===== src/rtl/mem_stage_ctrl.sv =====
// MEM-stage controller: drives a req/ack data-memory handshake from the EX/MEM
// register, stalls upstream while an access is outstanding, and owns MEM/WB.
module mem_stage_ctrl #(
  parameter int TIMEOUT = 64,
  parameter int CNT_W   = 7
) (
  input  logic        clk,
  input  logic        rst_n,
  input  logic [1:0]  wb_in,
  input  logic [1:0]  m_in,
  input  logic [31:0] alu_result,
  input  logic [31:0] write_data,
  input  logic [4:0]  write_reg,
  output logic        mem_req,
  output logic        mem_we,
  output logic [31:0] mem_addr,
  output logic [31:0] mem_wdata,
  input  logic [31:0] mem_rdata,
  input  logic        mem_ack,
  output logic        stall,
  output logic [1:0]  wb_out,
  output logic [31:0] read_data_out,
  output logic [31:0] alu_result_out,
  output logic [4:0]  write_reg_out,
  output logic        err
);

  typedef enum logic {IDLE, ACCESS} state_t;

  state_t           state, nxt_state;
  logic [CNT_W-1:0] cnt;
  logic [1:0]       lat_wb;
  logic [4:0]       lat_rd;
  logic             is_mem, misalign, start, done, abort;

  always_ff @(posedge clk or negedge rst_n) begin
    if (!rst_n) state <= IDLE;
    else        state <= nxt_state;
  end

  always_comb begin
    is_mem    = |m_in;
    misalign  = is_mem && (|alu_result[1:0]);
    start     = 1'b0;
    done      = 1'b0;
    abort     = 1'b0;
    stall     = 1'b0;
    nxt_state = state;
    case (state)
      IDLE: begin
        if (is_mem && !misalign) begin
          start     = 1'b1;
          stall     = 1'b1;
          nxt_state = ACCESS;
        end
      end
      ACCESS: begin
        // ack takes priority over a timeout landing on the same cycle
        if (mem_ack) begin
          done      = 1'b1;
          nxt_state = IDLE;
        end else if (cnt == CNT_W'(TIMEOUT - 1)) begin
          abort     = 1'b1;
          nxt_state = IDLE;
        end else begin
          stall = 1'b1;
        end
      end
      default: nxt_state = IDLE;
    endcase
  end

  // mem_addr doubles as the latched alu_result of the outstanding op
  always_ff @(posedge clk or negedge rst_n) begin
    if (!rst_n) begin
      mem_req        <= 1'b0;
      mem_we         <= 1'b0;
      mem_addr       <= '0;
      mem_wdata      <= '0;
      cnt            <= '0;
      lat_wb         <= '0;
      lat_rd         <= '0;
      wb_out         <= '0;
      read_data_out  <= '0;
      alu_result_out <= '0;
      write_reg_out  <= '0;
      err            <= 1'b0;
    end else begin
      err            <= 1'b0;
      wb_out         <= '0;
      read_data_out  <= '0;
      alu_result_out <= '0;
      write_reg_out  <= '0;
      if (state == IDLE) begin
        if (!is_mem) begin
          wb_out         <= wb_in;
          alu_result_out <= alu_result;
          write_reg_out  <= write_reg;
        end else if (misalign) begin
          err <= 1'b1;
        end else if (start) begin
          mem_req   <= 1'b1;
          mem_we    <= m_in[1];
          mem_addr  <= alu_result;
          mem_wdata <= write_data;
          cnt       <= '0;
          lat_wb    <= wb_in;
          lat_rd    <= write_reg;
          err       <= &m_in;
        end
      end else begin
        if (done) begin
          mem_req        <= 1'b0;
          wb_out         <= lat_wb;
          read_data_out  <= mem_we ? 32'd0 : mem_rdata;
          alu_result_out <= mem_addr;
          write_reg_out  <= lat_rd;
        end else if (abort) begin
          mem_req <= 1'b0;
          err     <= 1'b1;
        end else begin
          cnt <= cnt + 1'b1;
        end
      end
    end
  end

endmodule

===== config.mk =====
export PLATFORM = sky130hd
export DESIGN_NAME = mem_stage_ctrl
export DESIGN_NICKNAME = d
export VERILOG_FILES = /design/src/rtl/mem_stage_ctrl.sv
export SDC_FILE = /design/constraint.sdc
export NUM_CORES = 1
export LEC_CHECK = 0
export ABC_AREA = 1
export CAP_MARGIN = 0
export CORE_ASPECT_RATIO = 2
export CORE_MARGIN = 2
export CORE_UTILIZATION = 38
export CTS_CLUSTER_DIAMETER = 50
export DETAILED_ROUTE_END_ITERATION = 12
export PLACE_DENSITY = 0.79
export SLEW_MARGIN = 20
export SYNTH_ARGS = -nofsm -noshare
export SYNTH_HDL_FRONTEND = slang
export SYNTH_SLANG_ARGS = --single-unit

===== constraint.sdc =====
create_clock -name clk -period 1.4 [get_ports clk]
set_input_delay 0.42 -clock clk [delete_from_list [all_inputs] [get_ports clk]]
set_output_delay 0.42 -clock clk [all_outputs]
set_load 0.05 [all_outputs]

; ---- Word level (Yosys, flattened, before mapping)
; Cells that the tools add are included.
[op_classes]
add_sub_neg = 1
mul = 0
div_mod_pow = 0
n_lt_le_gt_ge = 0
n_eq_ne = 5
shifts = 0
n_mux = 40
bitwise_logic = 2
reduce_logical = 11
[op_table]
columns = cell, count
row1 = 2-to-1 mux 32 bit, 6
row2 = 2-to-1 mux 7 bit, 6
row3 = 2-to-1 mux 1 bit, 21
row4 = 2-to-1 mux 5 bit, 3
row5 = AND reduction 4 bit, 2
row6 = "adder 7 x 1 -> 7 bit, second input constant", 1
row7 = "equality test 7 x 6 -> 1 bit, second input constant", 1
row8 = 2-to-1 mux 2 bit, 3
row9 = "inequality test 2 bit, second input constant", 3
row10 = AND reduction 5 bit, 1
row11 = nonzero test 2 bit, 2
row12 = OR reduction 2 bit, 2
row13 = "inequality test 3 x 1 -> 1 bit, second input constant", 1
row14 = logical AND 1 bit, 2
row15 = NOT 1 bit, 2
row16 = case mux 1 bit (2 select lines), 1
row17 = AND reduction 2 bit, 1
row18 = zero test 1 bit, 1
[word_totals]
register_bits = 153
latch_bits = 0
ram_bits = 0
mem_bits_ro = 0
inputBits = 108
output_inout_bits = 139
elab_cells = 72
memories = 0

; ---- Longest topological paths before layout
[depth]
word_depth = 10
ltp_mapped = 9
mapped_depth_nobuf = 9

; ---- Least setup slack after synthesis
; No wires, ideal clock.
[synth_timing]
kind = register to output
from = reg cnt[0]
to = out stall
arrival_ps = 1092
t_required_ps = 980
setup_slack_ps = -112
path_stages_with_launch = 7
path_buffers = 0
cell_sequence = dfrtp_1 > ha_1 > nand3_2 > clkinv_1 > nand2_1 > nand2_2 > nand2_4
[synth_between]
elab_chain_cells = 4
[synth_lines]
columns = item, line
row1 = start: declaration, 31  ; logic [CNT_W-1:0] cnt;
row2 = start signal: assignment, 122  ; cnt <= cnt + 1'b1;
row3 = equality test 7 x 6 -> 1 bit, 62  ; end else if (cnt == CNT_W'(TIMEOUT - 1)) begin
row4 = 2-to-1 mux 1 bit, 62
row5 = 2-to-1 mux 1 bit, 59  ; if (mem_ack) begin
row6 = case mux 1 bit (2 select lines), 49  ; case (state)
row7 = end: declaration, 20  ; output logic stall,
; Every way passes these cells.

; ---- Final worst setup path
[layout_timing]
from = reg cnt[1]
to = out stall
; Same word-level chain as after synthesis.

==> results <==
-- cells in the final DEF, fill, tap and decap left out, drive strengths merged --
| cell | instances |
|---|---|
| o21ai | 78 |
| nor3 | 1 |
| nor2 | 41 |
| xnor2 | 1 |
| dfrtp | 153 |
| clkbuf | 19 |
| diode | 1 |
| dlygate4sd3 | 1 |
| inv | 59 |
| clkinv | 3 |
| nand2 | 238 |
| a21oi | 2 |
| bufinv | 1 |
| dlymetal6s2s | 2 |
| ha | 1 |
| clkinvlp | 4 |
| buf | 228 |
| nand3 | 10 |
| clkdlybuf4s50 | 104 |
-- where the power goes --
group	leakage, nW	internal [W]	switching [W]
registers	2.00	0.00500	0.000597
logic	3.21	0.00300	0.00311
clock network	0.265	0.00249	0.00195
-- layer usage --
metal | GRT usage [%] | share of wire, % | up-vias
met3 | 5.99 | 5.6 | 58
met5 | 0 | 0 | -
met4 | 12.7 | 4.7 | 0
met1 | 23.5 | 31 | 2575
met2 | 44.8 | 58 | 227
li1 | - | - | 2525
-- flip-flops by register name, summed over array words and instances, names as in the netlist --
name,cells
lat_wb,2
write_reg_out,5
wb_out,2
mem_addr,32
mem_req,1
err,1
cnt,7
mem_we,1
state,1
read_data_out,32
alu_result_out,32
lat_rd,5
mem_wdata,32
-- area by class of cell --
| cell class | instances | area, sq um |
|---|---|---|
| Antenna cell | 1 | 2.50 |
| Clock buffer | 18 | 429 |
| Clock inverter | 14 | 139 |
| Fill cell | 926 | 4020 |
| Inverter | 53 | 203 |
| Multi-Input combinational cell | 372 | 1660 |
| Sequential cell | 153 | 3830 |
| Tap cell | 198 | 248 |
| Timing Repair Buffer | 336 | 4680 |
-- cells by family after synthesis --
logic type | share of synthesized area [%]
adder cells (fa/ha/maj) | 0.213
AO/OA/AOI/OAI | 7.91
AND/OR/NAND/NOR | 19.5
flip-flops | 65.2
XOR/XNOR | 0.149
buffers and inverters | 7.05
-- repair_timing --
action / in CTS / in global routing
hold buffers: 1 / 0
buffers inserted: 36 / 11
pin swaps: 3 / 3
hold endpoints to repair: 21 / 0
setup endpoints to repair: 176 / 211
gates resized for setup: 1 / 8
cloned: 0 / 1
-- per-stage QoR --
stage                     util, %  power [W]  TNS [ns]  cell area [sq um]  std cells
after global routing         73.6     0.0168    -21.31              11200       1145
after CTS                    72.6     0.0161     -4.71              11100       1132
final                        73.6     0.0162    -11.51              11200       1145
after detailed placement     67.0     0.0113    -50.91              10200       1063
after global placement       67.0     0.0112    -45.38              10200       1063
after floorplan                 -    0.00801   -0.0511               5890        608
-- worst max-delay path: stages (launching register included) --
cell,delay [ns]
dfrtp_1,0.35
ha_2,0.21
nand3_4,0.08
inv_4,0.07
nand2_4,0.05
nand2_4,0.08
nand2_8,0.06
buf_12,0.14
-- how the worst max path moves through the flow --
stage | endpoint | cells past startpoint
2_1_floorplan | stall | 6
5_1_grt | stall | 7
6_report | stall | 7
3_3_place_gp | mem_wdata[17]$_DFFE_PN0P_ | 6
4_1_cts | stall | 7
3_5_place_dp | mem_wdata[10]$_DFFE_PN0P_ | 6
==> impl_results.md <==
- Final hold violations: 0
- CP Max Fanout: 2
- NumNets Final: 1042
- CORE AREA: 0.0152 sq mm
- Root buffer cell: clkbuf_16
- Critical Path Start: cnt[1]$_DFFE_PN0P_
- Drt first pass iters: 5
- Reg2Reg Depth: 6
- RSZ-0062 raised after global routing: yes
- Htree depth: 4
- Fmax: 526 MHz
- Starting Density: 38.6%
- Initial antenna violation count: 1
- PortBufs: 246
- Maximum clock insertion buffer count: 2
- Synth Area per Inst: 9.66 sq um
- CP Class: reg2out
- Worst slew margin: 65.3%
- Routability cong.: between 0.8 and 0.9
- Via/cell ratio: 4.70
- Synthesized flop and latch total: 153
- Top cells by count, synth: nand2_1, dfrtp_1, inv_1
- Cell Area, Synth: 0.00587 sq mm
- First-pass GRT wire length: 30200 um
- Area share of the largest cell type after synthesis: 65.2%
- Max-cap violations: 0
- Worst Setup Slack post-DPL: -0.502 ns
- Reg2Reg Setup Slack: -0.21 ns
- Most frequent cell after synthesis: nand2_1
- Post-Route Skew: 0.0114 ns
- CTS sink count: 153
- Post-Synthesis Net Count: 717
- Failing checks: negative setup slack
- Register area share after synthesis: 65.2%
- Hold Path Origin: alu_result[0]
- Worst setup SP type: register
- Leak pwr: 5.47 nW
- Routed WL: 19100 um
- Number of global-route vias before repair: 5766
- Rows: 64
- Final hold slack: ~0.34 ns
- Synth warn: 0
- GRT overflow: 0
- Largest area contributor in the netlist: dfrtp_1
- Die H: 180 um
- Vias: 5385
- Final period util: 136%
- Remaining DRCs: 0
- Area Growth Syn to Fin: 90.6%
- Worst Max-Slew Pin Slew: 0.520 ns
- Worst r2r src: state$_DFF_PN0_
- Tmin final: 1.90 ns
- CTS tree: yes
- Post-synth EDFFs: 0
- FF-to-FF End: mem_wdata[2]$_DFFE_PN0P_
- Endpoints failing setup: roughly 140
- Hold Crit Endpoint: alu_result_out[0]$_DFF_PN0_
- Largest cells by area after synthesis: dfrtp_1, nand2_1, o21ai_0, inv_1, o21ai_2
- Final Slew Violations: 0
- Status: finished, violations left
- Total Routing Usage GR: a little under a quarter
- Largest net degree at the start of global routing: 44
- CP required: 0.98 ns
- CTS buffer count: 17
- Pwr Density: approximately 1400 mW/mm^2
- Die Span X: 91.9 um
- Mapped Cells: 608
- Top FF cell, synth: dfrtp_1
- Ys async rst share: 100%
- HP Class: in2reg
- Clock transition at the registers of the reported paths: 0.07 ns
- Initial drt markers: 260
- Worst setup EP type: output pin
- CP arrival: 1.48 ns
- Post-synth cell types: 26
- I/O Pins: between 200 and 250
- Clk Latency, worst-skew pair: 0.43 ns
- Detail Placement HPWL: 13800 um
- Die area: 0.0165 sq mm
- PnR worst setup slack: -0.500 ns
- Worst hold stages: 3
- Routed Antenna Nets: 0
- Layout cells sized above 1: between 30% and 40%
- Worst IR Drop VDD: roughly 1.1 mV
- DR WL/cell: between 15 and 20 um
No activity file was read; power rests on OpenSTA's default activity.
